[config.mk]
export PLATFORM = sky130hd
export DESIGN_NAME = sqrt_stream
export DESIGN_NICKNAME = d
export VERILOG_FILES = /design/src/rtl/sqrt_stream_pkg.sv /design/src/rtl/sqrt_stream_sqrt.sv /design/src/rtl/sqrt_stream.sv
export SDC_FILE = /design/constraint.sdc
export NUM_CORES = 1
export LEC_CHECK = 0
export ABC_CLOCK_PERIOD_IN_PS = 5300
export CAP_MARGIN = 10
export CORE_MARGIN = 4
export CORE_UTILIZATION = 45
export CTS_CLUSTER_DIAMETER = 80
export DETAILED_ROUTE_END_ITERATION = 7
export GPL_TIMING_DRIVEN = 0
export HOLD_SLACK_MARGIN = 0.03
export SLEW_MARGIN = 20
export SYNTH_ARGS = -nofsm -noshare
export SYNTH_HDL_FRONTEND = slang
export SYNTH_SLANG_ARGS = --single-unit
[constraint.sdc]
create_clock -name clk -period 5.3 [get_ports clk]
set_input_delay 1.06 -clock clk [delete_from_list [all_inputs] [get_ports clk]]
set_output_delay 1.06 -clock clk [all_outputs]
set_load 0.05 [all_outputs]
[src/rtl/sqrt_stream_pkg.sv]
// ---------------------------------------------------------------------------
// sqrt_stream_pkg
//   Shared types and constants for the streaming integer square-root block.
//   - state_t          : control FSM states (IDLE, RUN, GAP)
//   - IN_W / OUT_W     : radicand and root widths
//   - CORE_ITERS       : one root bit is resolved per core iteration
//   - CORE_DONE_CNT    : core counter value at which done is raised
//   - RESULT_LATENCY   : edges from operand acceptance (empty FIFO, IDLE)
//                        to out_valid high
// ---------------------------------------------------------------------------
package sqrt_stream_pkg;

  localparam int IN_W  = 32;
  localparam int OUT_W = 16;

  // Core schedule: one load edge, CORE_ITERS iteration edges, one edge that
  // registers the finished root. done is raised once the counter reaches
  // CORE_DONE_CNT and is held while go stays high.
  localparam int CORE_ITERS    = OUT_W;
  localparam int CORE_DONE_CNT = CORE_ITERS + 2;
  localparam int CORE_CNT_W    = $clog2(CORE_DONE_CNT + 1);

  // Accept edge -> pop edge (1) -> core done seen (CORE_DONE_CNT + 1).
  localparam int RESULT_LATENCY = 20;

  typedef enum logic [1:0] {
    IDLE = 2'd0,
    RUN  = 2'd1,
    GAP  = 2'd2
  } state_t;

endpackage

[src/rtl/sqrt_stream_sqrt.sv]
// ---------------------------------------------------------------------------
// sqrt
//   Iterative digit-by-digit integer square root core with a go/done
//   handshake. Holding go high starts and runs an operation; done rises
//   when the root is ready and stays high while go stays high. Dropping go
//   for one cycle returns the core to iteration 0.
//
// Ports
//   clk     in   clock, rising edge
//   reset   in   synchronous active-high reset
//   go      in   run request; din must be stable while go is high
//   din     in   [IN_W-1:0]  radicand
//   done    out  result valid (held while go is high)
//   result  out  [OUT_W-1:0] floor(sqrt(din))
// ---------------------------------------------------------------------------
module sqrt
  import sqrt_stream_pkg::*;
(
  input  logic             clk,
  input  logic             reset,
  input  logic             go,
  input  logic [IN_W-1:0]  din,
  output logic             done,
  output logic [OUT_W-1:0] result
);

  localparam int REM_W = OUT_W + 4;

  logic [CORE_CNT_W-1:0] cnt;
  logic [IN_W-1:0]       radicand;   // shifts left two bits per iteration
  logic [OUT_W-1:0]      root;       // partial root, one bit per iteration
  logic [REM_W-1:0]      rem;        // partial remainder

  logic [REM_W-1:0]      rem_shift;
  logic [REM_W-1:0]      trial;
  logic                  take;

  // Bring down the next two radicand bits and try subtracting 4*root+1.
  // The remainder never exceeds 2*root, so its top two bits are always zero
  // before the shift.
  always_comb begin
    rem_shift = {rem[REM_W-3:0], radicand[IN_W-1:IN_W-2]};
    trial     = {2'b00, root, 2'b01};
    take      = (rem_shift >= trial);
  end

  always_ff @(posedge clk) begin
    if (reset || !go) begin
      cnt      <= '0;
      radicand <= '0;
      root     <= '0;
      rem      <= '0;
      if (reset) begin
        result <= '0;
      end
    end else if (cnt == '0) begin
      radicand <= din;
      root     <= '0;
      rem      <= '0;
      cnt      <= CORE_CNT_W'(1);
    end else if (cnt <= CORE_CNT_W'(CORE_ITERS)) begin
      radicand <= {radicand[IN_W-3:0], 2'b00};
      rem      <= take ? (rem_shift - trial) : rem_shift;
      root     <= {root[OUT_W-2:0], take};
      cnt      <= cnt + CORE_CNT_W'(1);
    end else if (cnt == CORE_CNT_W'(CORE_ITERS + 1)) begin
      result <= root;
      cnt    <= CORE_CNT_W'(CORE_DONE_CNT);
    end
  end

  assign done = (cnt == CORE_CNT_W'(CORE_DONE_CNT));

endmodule

[src/rtl/sqrt_stream.sv]
// ---------------------------------------------------------------------------
// sqrt_stream
//   Streaming integer square root. Operands enter a DEPTH-entry FIFO, are
//   processed one at a time by the iterative sqrt core and leave through a
//   single registered output slot, in acceptance order.
//
//   Handshakes (both sides): a transfer happens on a rising edge where
//   valid and ready are both high. A source holding valid keeps its data
//   stable until that edge. in_ready depends only on FIFO occupancy;
//   out_valid/out_data/out_exact are held until the edge with out_ready high.
//
//   Optional feature: define SQRT_STREAM_EXACT_EN to register out_exact
//   (root*root == operand) alongside out_data. Without it out_exact is
//   constant 0 and no multiplier exists.
//
// Parameters
//   DEPTH      FIFO entries, power of two in 2..16
//
// Ports
//   clk        in   clock, rising edge
//   reset      in   synchronous active-high reset
//   in_valid   in   operand offered
//   in_ready   out  FIFO not full
//   in_data    in   [31:0] unsigned radicand
//   out_valid  out  result held in output slot
//   out_ready  in   consumer takes result
//   out_data   out  [15:0] floor(sqrt(radicand))
//   out_exact  out  radicand is a perfect square (0 when feature disabled)
// ---------------------------------------------------------------------------
module sqrt_stream
  import sqrt_stream_pkg::*;
#(
  parameter int DEPTH = 4
)
(
  input  logic             clk,
  input  logic             reset,
  input  logic             in_valid,
  output logic             in_ready,
  input  logic [IN_W-1:0]  in_data,
  output logic             out_valid,
  input  logic             out_ready,
  output logic [OUT_W-1:0] out_data,
  output logic             out_exact
);

  localparam int PTR_W = (DEPTH > 1) ? $clog2(DEPTH) : 1;
  localparam int CNT_W = PTR_W + 1;
  localparam logic [CNT_W-1:0] FULL_CNT = CNT_W'(DEPTH);

  // ---------------- FIFO ----------------
  logic [IN_W-1:0]  mem [DEPTH];
  logic [PTR_W-1:0] wr_ptr;
  logic [PTR_W-1:0] rd_ptr;
  logic [CNT_W-1:0] count;
  logic             push;
  logic             pop;

  // ---------------- control -------------
  state_t           state;
  logic             go;
  logic [IN_W-1:0]  operand;
  logic             core_done;
  logic [OUT_W-1:0] core_root;
  logic             slot_free;

  assign in_ready  = (count != FULL_CNT);
  assign push      = in_valid && in_ready;

  // The output slot can take a new result by the time this operation ends
  // if it is empty now or is being emptied on this edge.
  assign slot_free = !out_valid || out_ready;
  assign pop       = (state == IDLE) && (count != '0) && slot_free;

  // Storage is not reset; only the pointers and count define contents.
  always_ff @(posedge clk) begin
    if (push) begin
      mem[wr_ptr] <= in_data;
    end
  end

  always_ff @(posedge clk) begin
    if (reset) begin
      wr_ptr <= '0;
      rd_ptr <= '0;
      count  <= '0;
    end else begin
      if (push) begin
        wr_ptr <= wr_ptr + PTR_W'(1);
      end
      if (pop) begin
        rd_ptr <= rd_ptr + PTR_W'(1);
      end
      case ({push, pop})
        2'b10:   count <= count + CNT_W'(1);
        2'b01:   count <= count - CNT_W'(1);
        default: count <= count;
      endcase
    end
  end

  // Control FSM. go is registered with the state so it is high exactly
  // while in RUN; the low cycle in GAP clears the core's iteration counter.
  always_ff @(posedge clk) begin
    if (reset) begin
      state     <= IDLE;
      go        <= 1'b0;
      operand   <= '0;
      out_valid <= 1'b0;
      out_data  <= '0;
    end else begin
      if (out_valid && out_ready) begin
        out_valid <= 1'b0;
      end
      unique case (state)
        IDLE: begin
          if (pop) begin
            operand <= mem[rd_ptr];
            go      <= 1'b1;
            state   <= RUN;
          end
        end
        RUN: begin
          if (core_done) begin
            out_data  <= core_root;
            out_valid <= 1'b1;
            go        <= 1'b0;
            state     <= GAP;
          end
        end
        GAP: begin
          state <= IDLE;
        end
        default: begin
          go    <= 1'b0;
          state <= IDLE;
        end
      endcase
    end
  end

  sqrt u_core (
    .clk    (clk),
    .reset  (reset),
    .go     (go),
    .din    (operand),
    .done   (core_done),
    .result (core_root)
  );

`ifdef SQRT_STREAM_EXACT_EN
  logic [IN_W-1:0] root_sq;

  assign root_sq = {{(IN_W-OUT_W){1'b0}}, core_root} *
                   {{(IN_W-OUT_W){1'b0}}, core_root};

  // Loaded on the same edge as out_data so the pair is always consistent.
  always_ff @(posedge clk) begin
    if (reset) begin
      out_exact <= 1'b0;
    end else if ((state == RUN) && core_done) begin
      out_exact <= (root_sq == operand);
    end
  end
`else
  assign out_exact = 1'b0;
`endif

endmodule

==> impl_metrics.csv <==
group,metric,value,unit
critical_path,crit_family,"buffers and inverters",
job,max_cap_viol_count,0,
logic_synthesis,syn_inst,955,
sta,setup_viol,0,
min_path,worstHoldPathType,"flop to flop",
layout,num_antenna_cells,0,
critical_path,r2r_end,"count[2]",
clock_network,cts_resized,0,
logic_synthesis,synth_top_area_share,0.3810,
clock_network,clk_latency,540,ps
route,wire_per_inst,17.15,um
global_routing,grtUsageMet1,0.2402,
critical_path,end_kind,"flop",
critical_path,critical_path_buf_inv_count,5,
critical_path,slowest_stage,"or4_1",
critical_path,r2r_cells,11,
clock_network,ctsHtreeMaxLevel,1,
outcome,status,"completed",
critical_path,worstPathCellList,"clkdlybuf4s50_1 -> nor2b_1 -> or4_1 -> clkbuf_1 -> inv_2 -> buf_1 -> ha_1 -> inv_1 -> fa_1 -> xor2_1 -> or3_1 -> a21oi_1",
logic_synthesis,synth_area,11350,um^2
global_routing,busiest_layer,"met2",
clock_network,clockBufferDepth,3,
route,viasPerCell,5.279,
floorplan,rows,57,
global_routing,grt_max_degree,20,
route,vias,7327,
route,drt_wl_total,23.80,mm
global_routing,grtUsageMet3,0.02607,
critical_path,slowest_delay,470,ps
clock_network,cts_sinks,274,
layout,layout.nets,1106,
global_routing,grt_overflow_total,0,
logic_synthesis,synth_warnings,0,
critical_path,rr_startpoint,"out_valid",
min_path,holdPathEnd,"out_data[8]",
sta,rsz0062_at_grt,"false",
critical_path,cp_data_required_time,5760,ps
layout,drive_gt1_frac,0.09868,
sta,fin_crit_sh,0.7077,
route,ant_nets,0,
critical_path,startpoint,"out_ready",
sta,hold_violations,0,
logic_synthesis,synth_top_area_cell,"edfxtp_1",
sta,worstMarginPinSlew,934.8,ps
floorplan,dieHeight,166.8,um
floorplan,start_util,0.4626,
global_routing,grt_pass1_vias,7271,
sta,timing.hold.ws,452.3,ps
logic_synthesis,ys_ff_latch,274,
clock_network,root_buffer,"clkbuf_16",
sta,slew_headroom,0.3755,
layout,fin_area,13280,um^2
route,dr.pass1.iters,7,
critical_path,r2r_slack,2140,ps
clock_network,cts_buffers,29,
logic_synthesis,synth.distinct_cells,60,
global_routing,grt_antenna_before_repair,0,
critical_path,crit_arrival,4210,ps
floorplan,coreArea,24530,um^2
sta,slew_viol_final,0,
global_routing,grt_pass1_wl,38.47,mm
clock_network,post-cts-setup-buffer-count,0,
route,drt_iter0_markers,538,
layout,fin_cells,1388,
floorplan,die_w,166.8,um
logic_synthesis,synth-seq-area-share,0.6104,
clock_network,ctsHoldBuffers,0,
place,dpl-instance-area,12390,um^2
logic_synthesis,ys.flop_type,"edfxtp_1",
min_path,hold_depth,2,
place,place_inst,1335,
power_and_ir_drop,total_power,5.584,mW
sta,fin_crit,3751,ps
min_path,hold_start,"out_data[8]",
logic_synthesis,synth_area_leaders,"edfxtp_1 (38%), dfxtp_1 (23%), mux4_2 (6.4%), nand2_1 (4.7%), a21oi_1 (3.9%)",
power_and_ir_drop,irDropWorstVdd,0.0002487,V
sta,fin_setup_tns,0,ps
power_and_ir_drop,powerDensity,420.5,nW/um^2
power_and_ir_drop,p_leak,4.793,nW
place,dp_hpwl,16.87,mm
floorplan,io_pins,55,
critical_path,crit_type,"input port to flop",
floorplan,die-area,27820,um^2
logic_synthesis,synth_edf_count,144,
logic_synthesis,ys_async_sr_fraction,0,
place,gp_congestion,0.8367,
sta,skew,13.14,ps
clock_network,path_clk_slew,60,ps
place,port_buffers,52,
critical_path,worstPathMaxFanout,10,
global_routing,use_met2,0.2730,
route,drc,0,
critical_path,cp-start-kind,"input port",
global_routing,grt_usage,0.1682,
layout,syn2layout_area_growth,17.00,%
sta,maxClockFrequency,266.6,MHz
logic_synthesis,syn_nets,1019,
logic_synthesis,avgSynthCellArea,11.88,um^2
clock_network,cts_tree,"built",
## layout make-up
class / count / area [um^2]
Inverter: 34 / 127.6
Fill cell: 2190 / 11260
Clock inverter: 14 / 95.09
Timing Repair Buffer: 56 / 630.6
Sequential cell: 274 / 6927
Tap cell: 324 / 405.4
Buffer: 60 / 252.7
Multi-Input combinational cell: 587 / 4046
Clock buffer: 39 / 793.3
## cells in the final DEF (no fill, tap or decap), types with 4 or more instances in the layout
cell	n
a211oi_1	37
a21o_1	4
a21oi_1	89
a41oi_1	4
and3_1	4
and3_2	4
buf_1	8
buf_16	4
buf_2	6
clkbuf_1	48
clkbuf_16	29
clkdlybuf4s50_1	52
clkinv_1	5
clkinv_2	6
dfxtp_1	130
edfxtp_1	144
ha_1	27
inv_1	33
mux2i_1	40
mux4_2	32
nand2_1	143
nand2b_1	4
nand3_1	9
nand4_1	8
nor2_1	77
nor3_1	9
o21ai_0	21
or3_1	5
or4_1	4
xnor2_1	10
xor2_1	10
## metal layers
layer,part of all wire,wire length [um]
met1,0.48,11530
met5,0,0
met4,0.018,425
met3,0.035,834
met2,0.46,11010
## sequential cells by signal (all words and copies together), names as in the netlist
signal	count
mem	128
operand	32
u_core.radicand	32
u_core.rem	18
out_data	16
u_core.result	16
u_core.root	16
u_core.cnt	5
count	3
rd_ptr	2
state	2
wr_ptr	2
go	1
out_valid	1
## synth_stat cells, types with 2 or more instances
master and number:
mux2i_1 40, nand2_1 143, and3_1 8, or2_2 2
xor2_1 10, and2_1 3, a21o_1 4, a21boi_0 2
clkbuf_1 41, edfxtp_1 144, nor4_1 2, or4_1 4
o22ai_1 3, or3_1 5, dfxtp_1 130, buf_4 3
a21oi_1 89, buf_1 8, buf_2 6, o211ai_1 3
mux4_2 32, nand3_1 9, nand4_1 8, nor2b_1 3
a211oi_1 37, nand2b_1 4, nor3_1 9, a41oi_1 4
inv_1 33, o21ai_0 21, nor2_1 77, a22oi_1 3
a31oi_1 3, xnor2_1 10, ha_1 27
## power breakdown
part | internal, mW | total [mW] | switching, mW | leakage, nW
clock | 1.09 | 1.88 | 0.792 | 0.437
combinational | 0.466 | 1.11 | 0.643 | 1.97
sequential | 2.48 | 2.59 | 0.107 | 2.39
total | 4.04 | 5.58 | 1.54 | 4.79
## per-stage QoR
step,utilization,setup slack (ps)
after floorplan,-,1908
after global placement,0.5003,1026
after detailed placement,0.5050,995.7
after CTS,0.5412,1553
after global routing,0.5412,1367
final,0.5412,1549
## worst min-delay path: stages (launching register included)
cell	delay, ps
dfxtp_1	310
nand2_1	50
a21oi_1	50
## kinds of logic (layout without fill, tap and decap cells)
family / Yosys count / in the layout / share of synthesized area
xor gates and xnor gates: 20 / 20 / 0.01543
AOI/OAI and AO/OA: 181 / 181 / 0.1006
DFF: 274 / 274 / 0.6104
muxes: 73 / 73 / 0.09978
other: 1 / 1 / 0.0003304
buffers and inverters: 94 / 203 / 0.03352
and+or+nand+nor: 284 / 284 / 0.1085
adders and majority gates: 28 / 28 / 0.03153
## how the worst max path moves through the flow
stage	endpoint	slack (ps)	depth (start not counted)
6_report	count[2]	1550	12
3_3_place_gp	count[2]	1030	12
4_1_cts	count[2]	1550	12
2_1_floorplan	count[2]	1910	11
3_5_place_dp	count[2]	1000	12
5_1_grt	count[2]	1370	12
Note: power is estimated with default switching activity, not from simulation.
